==> src/rtl/gpio_bridge_pkg.sv <==
// rtl/gpio_bridge_pkg.sv - shared FSM encoding, register offsets and AHB constants for the GPIO bridge
// Contents:
//   state_t       bridge FSM states
//   REG_*         register offsets within a group (HADDR[3:2])
//   HTRANS_*      AHB-Lite transfer types
//   HSIZE_*       AHB-Lite transfer sizes
//   merge_lanes   byte-lane merge of write data into a 32-bit shadow
package gpio_bridge_pkg;

    typedef enum logic [2:0] {
        ST_IDLE    = 3'd0,
        ST_WR      = 3'd1,
        ST_RD_SEL  = 3'd2,
        ST_RD_SMP  = 3'd3,
        ST_RD_DONE = 3'd4
    } state_t;

    localparam logic [1:0] REG_DATA = 2'd0;
    localparam logic [1:0] REG_ENA  = 2'd1;
    localparam logic [1:0] REG_IN   = 2'd2;
    localparam logic [1:0] REG_RSVD = 2'd3;

    localparam logic [1:0] HTRANS_IDLE   = 2'b00;
    localparam logic [1:0] HTRANS_BUSY   = 2'b01;
    localparam logic [1:0] HTRANS_NONSEQ = 2'b10;
    localparam logic [1:0] HTRANS_SEQ    = 2'b11;

    localparam logic [2:0] HSIZE_BYTE = 3'd0;
    localparam logic [2:0] HSIZE_HALF = 3'd1;
    localparam logic [2:0] HSIZE_WORD = 3'd2;

    function automatic logic [31:0] merge_lanes(
        input logic [31:0] old_val,
        input logic [31:0] wdata,
        input logic [3:0]  mask
    );
        logic [31:0] res;
        res = old_val;
        for (int b = 0; b < 4; b++) begin
            if (mask[b]) begin
                res[8*b +: 8] = wdata[8*b +: 8];
            end
        end
        return res;
    endfunction

endpackage

==> src/rtl/gpio_byte_mask.sv <==
// rtl/gpio_byte_mask.sv - combinational AHB byte-lane mask from HSIZE and low address bits
// Ports:
//   hsize  in  3  transfer size
//   addr   in  2  HADDR[1:0]
//   mask   out 4  active byte lanes (0 for unsupported sizes)
module gpio_byte_mask
    import gpio_bridge_pkg::*;
(
    input  logic [2:0] hsize,
    input  logic [1:0] addr,
    output logic [3:0] mask
);

    always_comb begin
        mask = 4'h0;
        case (hsize)
            HSIZE_BYTE: mask = 4'b0001 << addr;
            HSIZE_HALF: mask = addr[1] ? 4'b1100 : 4'b0011;
            HSIZE_WORD: mask = 4'hF;
            default:    mask = 4'h0;
        endcase
    end

endmodule

==> src/rtl/gpio_ahb_bridge.sv <==
// rtl/gpio_ahb_bridge.sv - AHB-Lite slave holding per-group GPIO shadows and driving the selected group
// Parameters:
//   NGROUP      number of GPIO groups served (1..4)
// Ports:
//   clk, RSTn   clock (rising edge), asynchronous active-low reset
//   HSEL, HADDR[5:0], HTRANS[1:0], HWRITE, HSIZE[2:0], HWDATA[31:0], HREADY   AHB-Lite inputs
//   HREADYOUT, HRDATA[31:0], HRESP                                          AHB-Lite outputs
//   write_byte[3:0]  byte-lane mask during the write data phase, else 0
//   group_id[3:0]    currently selected GPIO group
//   o_ena, o_dat     output-enable / output-data shadows of the selected group
//   i_dat            registered pin sample of the selected group
module gpio_ahb_bridge
    import gpio_bridge_pkg::*;
#(
    parameter int NGROUP = 4
) (
    input  logic        clk,
    input  logic        RSTn,
    input  logic        HSEL,
    input  logic [5:0]  HADDR,
    input  logic [1:0]  HTRANS,
    input  logic        HWRITE,
    input  logic [2:0]  HSIZE,
    input  logic [31:0] HWDATA,
    input  logic        HREADY,
    output logic        HREADYOUT,
    output logic [31:0] HRDATA,
    output logic        HRESP,
    output logic [3:0]  write_byte,
    output logic [3:0]  group_id,
    output logic [31:0] o_ena,
    output logic [31:0] o_dat,
    input  logic [31:0] i_dat
);

    state_t      state, state_nxt;

    logic        rdy;
    logic        accept;
    logic        grp_ok_a;
    logic [1:0]  reg_a;
    logic [3:0]  mask_a;

    logic [1:0]  grp_q;
    logic [1:0]  reg_q;
    logic [3:0]  mask_q;
    logic        grp_ok_q;
    logic [1:0]  sel;

    logic [31:0] dat_sh [4];
    logic [31:0] ena_sh [4];

    gpio_byte_mask u_byte_mask (
        .hsize (HSIZE),
        .addr  (HADDR[1:0]),
        .mask  (mask_a)
    );

    // Only the IN-read wait states stall the bus; ready is a pure function
    // of state so that accept never depends on itself.
    assign rdy      = (state != ST_RD_SEL) && (state != ST_RD_SMP);
    assign accept   = HSEL && HREADY && rdy &&
                      ((HTRANS == HTRANS_NONSEQ) || (HTRANS == HTRANS_SEQ));

    // Groups beyond NGROUP decode as the reserved register.
    assign grp_ok_a = int'(HADDR[5:4]) < NGROUP;
    assign reg_a    = grp_ok_a ? HADDR[3:2] : REG_RSVD;

    always_ff @(posedge clk or negedge RSTn) begin
        if (!RSTn) begin
            state <= ST_IDLE;
        end else begin
            state <= state_nxt;
        end
    end

    always_comb begin
        state_nxt  = ST_IDLE;
        HREADYOUT  = rdy;
        HRDATA     = 32'h0;
        write_byte = 4'h0;

        case (state)
            ST_RD_SEL: state_nxt = ST_RD_SMP;
            ST_RD_SMP: state_nxt = ST_RD_DONE;
            default: begin
                // IDLE and every final data-phase cycle dispatch the next
                // address phase directly, so back-to-back transfers pipeline.
                if (accept) begin
                    if (HWRITE) begin
                        state_nxt = ST_WR;
                    end else if (reg_a == REG_IN) begin
                        state_nxt = ST_RD_SEL;
                    end else begin
                        state_nxt = ST_RD_DONE;
                    end
                end
            end
        endcase

        if (state == ST_WR) begin
            write_byte = mask_q;
        end

        // Zero-wait reads of DATA/ENA/RSVD also complete through RD_DONE.
        if (state == ST_RD_DONE) begin
            case (reg_q)
                REG_DATA: HRDATA = dat_sh[grp_q];
                REG_ENA:  HRDATA = ena_sh[grp_q];
                REG_IN:   HRDATA = i_dat;
                default:  HRDATA = 32'h0;
            endcase
        end
    end

    always_ff @(posedge clk or negedge RSTn) begin
        if (!RSTn) begin
            grp_q    <= 2'd0;
            reg_q    <= REG_RSVD;
            mask_q   <= 4'h0;
            grp_ok_q <= 1'b0;
            sel      <= 2'd0;
            for (int g = 0; g < 4; g++) begin
                dat_sh[g] <= 32'h0;
                ena_sh[g] <= 32'h0;
            end
        end else begin
            if (accept) begin
                grp_q    <= HADDR[5:4];
                reg_q    <= reg_a;
                mask_q   <= mask_a;
                grp_ok_q <= grp_ok_a;
            end

            // Out-of-range groups leave sel alone so o_dat/o_ena always
            // reflect a real group.
            if (state == ST_WR && grp_ok_q) begin
                sel <= grp_q;
                case (reg_q)
                    REG_DATA: dat_sh[grp_q] <= merge_lanes(dat_sh[grp_q], HWDATA, mask_q);
                    REG_ENA:  ena_sh[grp_q] <= merge_lanes(ena_sh[grp_q], HWDATA, mask_q);
                    default:  ;
                endcase
            end

            // Selecting the group one cycle ahead lets the port sample its
            // pins during RD_SMP.
            if (state == ST_RD_SEL) begin
                sel <= grp_q;
            end
        end
    end

    assign o_dat    = dat_sh[sel];
    assign o_ena    = ena_sh[sel];
    assign group_id = {2'b00, sel};
    assign HRESP    = 1'b0;

endmodule

==> config.mk <==
export PLATFORM = sky130hd
export DESIGN_NAME = gpio_ahb_bridge
export DESIGN_NICKNAME = d
export VERILOG_FILES = /design/src/rtl/gpio_bridge_pkg.sv /design/src/rtl/gpio_byte_mask.sv /design/src/rtl/gpio_ahb_bridge.sv
export SDC_FILE = /design/constraint.sdc
export NUM_CORES = 1
export LEC_CHECK = 0
export CORE_ASPECT_RATIO = 2
export CORE_UTILIZATION = 51
export DETAILED_ROUTE_END_ITERATION = 7
export GPL_ROUTABILITY_DRIVEN = 0
export PLACE_DENSITY = 0.84
export SLEW_MARGIN = 20
export SYNTH_ARGS = -nofsm -noshare
export SYNTH_HDL_FRONTEND = slang
export SYNTH_SLANG_ARGS = --single-unit
==> constraint.sdc <==
create_clock -name clk -period 1.9 [get_ports clk]
set_clock_uncertainty 0.1 [all_clocks]
set_input_delay 0.38 -clock clk [delete_from_list [all_inputs] [get_ports clk]]
set_output_delay 0.38 -clock clk [all_outputs]
set_load 0.005 [all_outputs]
==> out/summary.log, run 1 <==
INFO  synth          yosysUniqueCellTypes=36
INFO  synth          synth.largest_area_cell=dfrtp_1
INFO  synth          ys.flop_type=dfrtp_1
INFO  synth          simple_gate_portion_of_the_synthesized_area=2.83%
INFO  die            ios=186
INFO  die            initial_utilization=52.3%
INFO  die            placementRows=88
INFO  synth          syn_area=15100um^2
INFO  synth          synth_seq_area_share=44.7%
INFO  synth          postSynthRegisterBits=270
INFO  synth          yosys_warnings=0
INFO  placed_design  hpwl_reported_at_the_end_of_detailed_placement=35600um
INFO  die            die_height=246um
INFO  global_route   grt_start_max_net_pins=50
INFO  die            die_w=124um
INFO  clocking       cts_buffers=25
INFO  synth          synth_xor_xnor_area_share=0%
INFO  run_status     haltStage=global routing
INFO  run_status     run.stop_error=[ERROR GRT-0232] Routing congestion too high. Check the congestion heatmap in the GUI.
INFO  synth          yosys.area_share.adder=0%
INFO  synth          netlist_instances=1188
INFO  placed_design  port_buffer_cells=181
INFO  clocking       cts.sink_count=270
INFO  synth          syn_area_per_cell=12.7um^2
INFO  timing         postGrtWorstEndpoint=HRDATA[8]
INFO  clocking       cts-htree-levels=1
INFO  placed_design  dp_slack=-0.845ns
INFO  synth          combinational_family_with_the_most_area_after_synthesis=multiplexers
INFO  timing         timing.repair.worst_endpoint_type=primary output
INFO  placed_design  placed_cell_area=19900um^2
INFO  synth          synthMuxAreaShare=38.6%
INFO  clocking       clock-root-buffer=clkbuf_16
INFO  synth          yosys.area.top_type_share=44.3%
INFO  run_status     outcome=stopped before the end
INFO  synth          largest_cells_by_area_after_synthesis=dfrtp_1 (44%), mux2i_1 (19%), mux4_2 (19%)
INFO  clocking       cts_max_path_buffers=3
INFO  global_route   grt_remaining_overflow=26
INFO  synth          ys_async_sr_fraction=100%
INFO  synth          synth-edff-count=0
INFO  global_route   grt.total_usage=64.3%
INFO  synth          synth_compound_area_share=5.01%
-- kinds of logic after synthesis --
logic type      count (synthesis)
other cells                     1
compound gates                114
mux                           422
buf+inv                       319
flops                         270
simple gates                   62
-- routing by layer --
metal | GRT overflow | track usage [%]
met5 | 0 | 12.5
met4 | 18 | 65.4
met3 | 0 | 46.6
met2 | 7 | 83.1
met1 | 1 | 62.3
-- through the flow --
step | hold WS (ns) | std cells | setup TNS (ns)
detailed placement | 0.193 | 1977 | -71.88
global placement | 0.194 | 1977 | -64.76
floorplan | -0.0156 | 1190 | -5.96
CTS | 0.215 | 2148 | -200.73
-- Yosys cell counts (2+ instances only) --
master / instances
a21oi_1: 69
clkbuf_1: 24
nor2_1: 3
and3_1: 33
buf_4: 11
dfrtp_1: 268
mux2i_1: 288
mux4_2: 128
o21ai_0: 4
buf_6: 7
and4b_1: 4
mux2_2: 6
dfstp_2: 2
o31ai_1: 4
and2_1: 6
buf_2: 46
inv_1: 226
nand2b_1: 4
nor2b_1: 2
buf_1: 5
a221o_1: 32
nand4_2: 2
-- timing repair --
action / CTS
hold buffers: 1
pin swaps: 50
hold endpoints to repair: 256
cloned: 30
setup buffers: 100
resized for setup: 630
setup endpoints to repair: 359
==> inputs of run 2 (changes only) <==
--- a/config.mk
+++ b/config.mk
@@ -5,11 +5,10 @@
 export SDC_FILE = /design/constraint.sdc
 export NUM_CORES = 1
 export LEC_CHECK = 0
-export CORE_ASPECT_RATIO = 2
-export CORE_UTILIZATION = 51
+export CORE_UTILIZATION = 40
 export DETAILED_ROUTE_END_ITERATION = 7
 export GPL_ROUTABILITY_DRIVEN = 0
-export PLACE_DENSITY = 0.84
+export PLACE_DENSITY_LB_ADDON = 0.15
 export SLEW_MARGIN = 20
 export SYNTH_ARGS = -nofsm -noshare
 export SYNTH_HDL_FRONTEND = slang
==> constraint.sdc (replaced) <==
create_clock -name clk -period 2.5 [get_ports clk]
set_clock_uncertainty 0.1 [all_clocks]
set_input_delay 0.5 -clock clk [delete_from_list [all_inputs] [get_ports clk]]
set_output_delay 0.5 -clock clk [all_outputs]
set_load 0.005 [all_outputs]
==> run 2 against run 1 <==
Area after synthesis unchanged. Synthesized cell count stayed put. The flow now finishes, with violations (setup timing).
==> out/summary.log, run 2 <==
INFO  global_route   first_global_vias=11600
INFO  cells_and_area mostFrequentLayoutCells=mux2i_1 (288), dfrtp_1 (264), inv_1 (225), mux4_2 (128), clkdlybuf4s50_1 (78)
INFO  setup_path     crit_path_end_kind=output pin
INFO  synth          syn_area_per_cell=12.7um^2 [unchanged]
INFO  synth          yosysUniqueCellTypes=36 [unchanged]
INFO  die            initial_utilization=41.0% [was 52.3%]
INFO  setup_path     worstPathMaxFanout=6
INFO  route          drt.antenna.violating_nets=0
INFO  timing         relSlewSlack=62.2%
INFO  setup_path     origin_of_the_critical_flop_to_flop_path=grp_q[0]$_DFFE_PN0P_
INFO  synth          syn_area=15100um^2 [unchanged]
INFO  cells_and_area final_layout_size_suffix_gt1_share=33.5%
INFO  route          finalWirelength=45900um
INFO  synth          ys.flop_type=dfrtp_1 [unchanged]
INFO  synth          synth_seq_area_share=44.7% [unchanged]
INFO  clocking       clock_tree_from_tritoncts=done
INFO  run_status     violated_checks=setup timing
INFO  synth          yosysMostFrequentCell=mux2i_1 [unchanged]
INFO  global_route   grt_first_pass_wirelength=70600um
INFO  clocking       insertion_delay=0.51ns
INFO  timing         period_share=123%
INFO  die            die_area=38600um^2
INFO  cells_and_area most_frequent_standard_cell_in_the_layout_excluding_fill_and_tap_cells=mux2i_1
INFO  timing         grt_setup_unrepaired=yes
INFO  timing         timing_hold_violations_final=0
INFO  global_route   grt_remaining_overflow=0
INFO  hold_path      worstHoldStart=grp_ok_q$_DFFE_PN0P_
INFO  setup_path     setup.worst_path.class=flop to output pin
INFO  route          firstDrtPassIters=5
INFO  route          route.detailed.wl_per_inst=22.9um
INFO  cells_and_area instances_no_fill=2002
INFO  timing         fin_worst_hold_slack=0.398ns
INFO  synth          yosys.area.top_type_share=44.3% [unchanged]
INFO  placed_design  post-place-cells=1865 [was 1977]
INFO  clocking       cts_max_path_buffers=3 [unchanged]
INFO  timing         max_freq=326MHz
INFO  setup_path     worst_setup_path_start_kind=flop
INFO  die            ios=186 [unchanged]
INFO  timing         timing.final.max_slew_violations=0
INFO  route          route.vias.total=10800
INFO  global_route   grt.total_usage=24.3%
INFO  synth          largest_cells_by_area_after_synthesis=dfrtp_1 (44%), mux2i_1 (19%), mux4_2 (19%) [unchanged]
INFO  setup_path     cp.arrival=2.47ns
INFO  power          p_leak=9.17nW
INFO  die            placementRows=70 [was 88]
INFO  cells_and_area area.growth.synth_to_final=33.1%
INFO  power          power.ir.vdd_worst=0.000658V
INFO  synth          synth-edff-count=0 [unchanged]
INFO  run_status     outcome=complete, but fails checks [was stopped before the end]
INFO  synth          postSynthRegisterBits=270 [unchanged]
INFO  die            core-area=36900um^2
INFO  setup_path     cp.required=1.90ns
INFO  clocking       cts-htree-levels=2 [was 1]
INFO  flow_run       maxCapViolations=0
INFO  global_route   grt_start_max_net_pins=66
INFO  die            die_height=196um [was 246 um]
INFO  die            die_w=196um [was 124 um]
INFO  power          pwr_density_cell=1100nW/um^2
INFO  timing         final.min_clock_period=3.07ns
INFO  route          detailedRoute.firstIterationViolations=610
INFO  setup_path     startpoint=grp_q[0]$_DFFE_PN0P_
INFO  clocking       clock-root-buffer=clkbuf_16 [unchanged]
INFO  synth          netlist_instances=1188 [unchanged]
INFO  synth          ys_top_cells_by_count=mux2i_1 (288), dfrtp_1 (268), inv_1 (226) [unchanged]
INFO  global_route   grt_antenna_before_repair=1
INFO  timing         post-route-worst-setup-slack=-0.569ns
INFO  synth          yosys_warnings=0 [unchanged]
INFO  placed_design  port_buffer_cells=181 [unchanged]
INFO  route          route.detailed.vias_per_inst=5.39
INFO  placed_design  hpwl_reported_at_the_end_of_detailed_placement=29400um [was 35600 um]
INFO  synth          ys_async_sr_fraction=100% [unchanged]
INFO  synth          synth.largest_area_cell=dfrtp_1 [unchanged]
INFO  clocking       cts.reportedPaths.clkPinSlew=0.06ns
INFO  timing         setup_viol=89
INFO  cells_and_area net_total_in_the_final_layout=1552
INFO  clocking       cts.sink_count=270 [unchanged]
INFO  clocking       cts_buffers=34 [was 25]
INFO  hold_path      worst_hold_class=flop to flop
INFO  timing         max_slew.worst_pin.slew=0.567ns
INFO  cells_and_area reg_top3=dat_sh x128, ena_sh x128, mask_q x4
INFO  route          drc=0
run 2: path summary, 6_finish.rpt:
check / cells after the start / endpoint / slack (ns)
setup / recovery: 7 / HRDATA[24] / -0.57
hold / removal: 1 / grp_ok_q$_DFFE_PN0P_ / 0.40
setup reg to reg: 8 / dat_sh[123]$_DFFE_PN0P_ / 0.21
hold reg to reg: 1 / grp_ok_q$_DFFE_PN0P_ / 0.40
max in group asynchronous: 3 / dat_sh[113]$_DFFE_PN0P_ / 1.14
min in group asynchronous: 2 / ena_sh[34]$_DFFE_PN0P_ / 0.44
run 2: per-layer routing:
metal	global-route usage, %	part of all wire (%)
met2	39.7	49
met5	0	0
met4	7.15	2.3
met3	3.66	4.3
met1	33.6	45
run 2: stage by stage:
stage | util [%] | power, mW | setup slack [ns] | setup TNS [ns] | instance area [um^2]
floorplan | - | 12.0 | 0.268 | 0 | 15100
global placement | 49.3 | 16.1 | -0.400 | -10.72 | 18200
detailed placement | 49.3 | 16.3 | -0.408 | -10.63 | 18200
CTS | 54.3 | 22.1 | -0.590 | -27.42 | 20000
global route | 54.6 | 23.4 | -0.628 | -28.64 | 20100
finish | 54.6 | 22.2 | -0.569 | -23.96 | 20100
run 2: report_power, final:
part / switching, mW / internal (mW) / leakage (nW)
sequential: 1.04 / 5.80 / 2.78
clock: 1.94 / 3.05 / 0.562
combinational: 4.58 / 5.83 / 5.83
total: 7.55 / 14.7 / 9.17
run 2: final cells by class:
class / instances / area (um^2)
inverters: 226 / 848
repair buffers: 339 / 3500
clock inverters: 9 / 103
flip-flops and latches: 270 / 6770
clock buffers: 52 / 1030
fillers: 3092 / 16700
diodes: 1 / 2.50
well taps: 504 / 631
multi-input cells: 601 / 7250
run 2: what timing repair did:
item | in CTS | in global routing
gates cloned | 8 | 2
pin swaps | 45 | 9
hold buffers | 1 | 0
setup buffers | 57 | 20
hold endpoints to repair | 56 | 0
endpoints found under the setup margin | 101 | 101
resized for setup | 473 | 50
run 2: cell families after synthesis:
logic type	Yosys count	synth area share, %
muxes	422	38.6
buffers and inverters	319	8.91
DFF	270	44.7
AOI/OAI and AO/OA	114	5.01
and+or+nand+nor	62	2.83
other	1	0.0248
run 2: critical path, stage by stage (launching register included):
cell and delay, ns:
dfrtp_4 0.51, buf_12 0.17, buf_12 0.14, buf_12 0.13, buf_6 0.11, mux4_2 0.45, a221o_1 0.32, buf_2 0.13
Power figures use the tool's default switching activity.
==> inputs of run 3 (changes only) <==
--- a/config.mk
+++ b/config.mk
@@ -6,6 +6,7 @@
 export NUM_CORES = 1
 export LEC_CHECK = 0
 export CORE_UTILIZATION = 40
+export CTS_BUF_LIST = sky130_fd_sc_hd__clkbuf_8
 export DETAILED_ROUTE_END_ITERATION = 7
 export GPL_ROUTABILITY_DRIVEN = 0
 export PLACE_DENSITY_LB_ADDON = 0.15
==> constraint.sdc (replaced) <==
create_clock -name clk -period 2.5 [get_ports clk]
set_clock_uncertainty 0.1 [all_clocks]
set_input_delay 0.25 -clock clk [delete_from_list [all_inputs] [get_ports clk]]
set_output_delay 0.25 -clock clk [all_outputs]
set_load 0.005 [all_outputs]
==> run 3 against run 2 <==
The flow still finishes with violations (setup timing). Sequential power is 0.7% higher. Core utilization shrank 1.4 points. Clock power is 18% lower. Worst setup slack better by 0.18 ns. Register-to-register slack lost 0.04 ns. Sequential share of layout area increased by 0.91 points. First-iteration DRC count down 9.2%. Routed wire length grew 0.69%. Critical path type unchanged. Critical endpoint is now HRDATA[26]. Largest cell class unchanged. Highest routed layer unchanged.
==> out/summary.log, run 3 (synthesis gave the netlist of run 2 again) <==
INFO  timing         post-route-worst-setup-slack=-0.394ns [was -0.569 ns]
INFO  timing         final.min_clock_period=2.89ns [was 3.07 ns]
INFO  timing         max_slew.worst_pin.slew=0.548ns [was 0.567 ns]
INFO  global_route   grt_remaining_overflow=0 [unchanged]
INFO  cells_and_area reg_top3=dat_sh x128, ena_sh x128, mask_q x4 [unchanged]
INFO  route          firstDrtPassIters=5 [unchanged]
INFO  global_route   grt_first_pass_wirelength=71100um [was 70600 um]
INFO  clocking       cts_buffers=50 [was 34]
INFO  timing         period_share=116% [was 123%]
INFO  power          p_leak=8.99nW [was 9.17 nW]
INFO  run_status     outcome=complete, but fails checks [unchanged]
INFO  clocking       insertion_delay=0.58ns [was 0.51 ns]
INFO  clocking       cts-htree-levels=2 [unchanged]
INFO  timing         max_freq=346MHz [was 326 MHz]
INFO  clocking       cts_max_path_buffers=3 [unchanged]
INFO  setup_path     crit_path_end_kind=output pin [unchanged]
INFO  cells_and_area num-fill-cells=3184 [was 3092]
INFO  cells_and_area mostFrequentLayoutCells=mux2i_1 (288), dfrtp_1 (264), inv_1 (245), mux4_2 (128), clkdlybuf4s50_1 (81) [was mux2i_1 (288), dfrtp_1 (264), inv_1 (225), mux4_2 (128), clkdlybuf4s50_1 (78)]
INFO  die            die_w=196um [unchanged]
INFO  route          route.detailed.wl_per_inst=23.2um [was 22.9 um]
INFO  cells_and_area net_total_in_the_final_layout=1538 [was 1552]
INFO  power          totalPowerFinal=20.5mW [was 22.2 mW]
INFO  die            placementRows=70 [unchanged]
INFO  run_status     violated_checks=setup timing [unchanged]
INFO  die            die_area=38600um^2 [unchanged]
INFO  hold_path      worst_hold_class=input pin to asynchronous set/reset pin [was flop to flop]
INFO  die            core-area=36900um^2 [unchanged]
INFO  die            die_height=196um [unchanged]
INFO  cells_and_area most_frequent_standard_cell_in_the_layout_excluding_fill_and_tap_cells=mux2i_1 [unchanged]
INFO  route          route.detailed.vias_per_inst=5.34 [was 5.39]
INFO  timing         relSlewSlack=63.4% [was 62.2%]
INFO  global_route   first_global_vias=11400 [was 11600]
INFO  setup_path     cp.arrival=2.54ns [was 2.47 ns]
INFO  timing         setup_viol=33 [was 89]
INFO  timing         timing.final.max_slew_violations=0 [unchanged]
INFO  global_route   grt.total_usage=24.6% [was 24.3%]
INFO  placed_design  port_buffer_cells=181 [unchanged]
INFO  clocking       cts.sink_count=270 [unchanged]
INFO  setup_path     cp.required=2.15ns [was 1.90 ns]
INFO  cells_and_area layout.core_utilization=53.2% [was 54.6%]
INFO  cells_and_area area.growth.synth_to_final=29.6% [was 33.1%]
INFO  global_route   grt_antenna_before_repair=2 [was 1]
INFO  route          detailedRoute.firstIterationViolations=554 [was 610]
INFO  placed_design  hpwl_reported_at_the_end_of_detailed_placement=28900um [was 29400 um]
INFO  clocking       clock_tree_from_tritoncts=done [unchanged]
INFO  timing         grt_setup_unrepaired=yes [unchanged]
INFO  power          power.ir.vdd_worst=0.000536V [was 0.000658 V]
INFO  placed_design  post-place-cells=1853 [was 1865]
INFO  cells_and_area instances_no_fill=1995 [was 2002]
INFO  setup_path     setup.worst_path.class=flop to output pin [unchanged]
INFO  setup_path     worst_setup_path_start_kind=flop [unchanged]
INFO  global_route   grt_start_max_net_pins=62 [was 66]
INFO  die            ios=186 [unchanged]
INFO  power          pwr_density_cell=1050nW/um^2 [was 1100 nW/um^2]
INFO  timing         timing_hold_violations_final=0 [unchanged]
INFO  route          route.vias.total=10700 [was 10800]
INFO  route          drt.antenna.violating_nets=0 [unchanged]
INFO  cells_and_area final_layout_size_suffix_gt1_share=30.4% [was 33.5%]
INFO  flow_run       maxCapViolations=0 [unchanged]
INFO  clocking       cts.reportedPaths.clkPinSlew=0.06ns [about the same]
INFO  timing         fin_worst_hold_slack=0.106ns [was 0.398 ns]
INFO  route          drc=0 [unchanged]
INFO  setup_path     worstPathMaxFanout=7 [was 6]
INFO  clocking       clock-root-buffer=clkbuf_8 [was clkbuf_16]
INFO  route          finalWirelength=46300um [was 45900 um]
INFO  die            initial_utilization=41.0% [unchanged]
[run 3: cell count changes in the layout (fill, tap and decap cells not counted), sizes merged, moves of 13 or more]
| cell | previous run | this run |
|---|---|---|
| clkbuf | 63 | 76 |
| dlygate4sd2 | 2 | 20 |
| buf | 246 | 185 |
| inv | 228 | 245 |
[run 3: worst max-delay path, cell delays in order (launching register included)]
cell and delay [ns]:
dfrtp_4 0.52, buf_12 0.15, buf_12 0.14, buf_6 0.11, mux4_2 0.43, and3_4 0.20
a221o_1 0.28, buf_2 0.14
[run 3: metrics by stage]
| stage | instance area, um^2 | setup TNS, ns | setup WS [ns] |
|---|---|---|---|
| floorplan | 15100 | 0 | 0.518 |
| global placement | 18100 | -0.960 | -0.0697 |
| detailed placement | 18100 | -0.823 | -0.0730 |
| CTS | 19600 | -10.96 | -0.406 |
| global route | 19600 | -11.71 | -0.451 |
| finish | 19600 | -9.24 | -0.394 |
[run 3: metal layers]
layer	up-vias	track usage (%)	wire (um)
met1	5477	34.3	20700
met3	91	4.26	2300
met4	0	8.80	1390
met5	-	0	0
met2	304	38.9	21800
li1	4779	-	-
[run 3: worst paths after layout]
kind | startpoint | endpoint | slack (ns) | cells past startpoint
min in group clk | HADDR[2] | reg_q[0]$_DFFE_PN1P_ | 0.23 | 2
max in group asynchronous | RSTn | ena_sh[106]$_DFFE_PN0P_ | 1.37 | 3
hold / removal | RSTn | ena_sh[98]$_DFFE_PN0P_ | 0.11 | 2
hold reg to reg | grp_ok_q$_DFFE_PN0P_ | grp_ok_q$_DFFE_PN0P_ | 0.40 | 1
setup / recovery | grp_q[0]$_DFFE_PN0P_ | HRDATA[26] | -0.39 | 7
setup reg to reg | grp_q[0]$_DFFE_PN0P_ | dat_sh[103]$_DFFE_PN0P_ | 0.17 | 8
[run 3: layout make-up]
type                    instances  area (um^2)  area share [%]
multi-input cells             601         7250            37.0
flip-flops and latches        270         6770            34.6
repair buffers                309         3170            16.2
inverters                     226          848            4.33
clock buffers                  61          840            4.28
well taps                     504          631            3.22
clock inverters                22         88.8           0.453
diodes                          2         5.00          0.0255
[run 3: what timing repair did]
| item | 4_1_cts | 5_1_grt |
|---|---|---|
| setup buffers | 44 | 13 |
| pin swaps | 49 | 7 |
| hold buffers | 1 | 0 |
| cloned | 6 | 0 |
| endpoints found under the setup margin | 97 | 59 |
| resized for setup | 351 | 40 |
| endpoints found under the hold margin | 220 | 0 |
[run 3: report_power, final]
group / leakage (nW) / total, mW / internal, mW / switching [mW]
sequential: 2.78 / 6.89 / 5.80 / 1.09
clock: 0.548 / 4.08 / 2.17 / 1.91
combinational: 5.66 / 9.57 / 5.24 / 4.33
total: 8.99 / 20.5 / 13.2 / 7.33
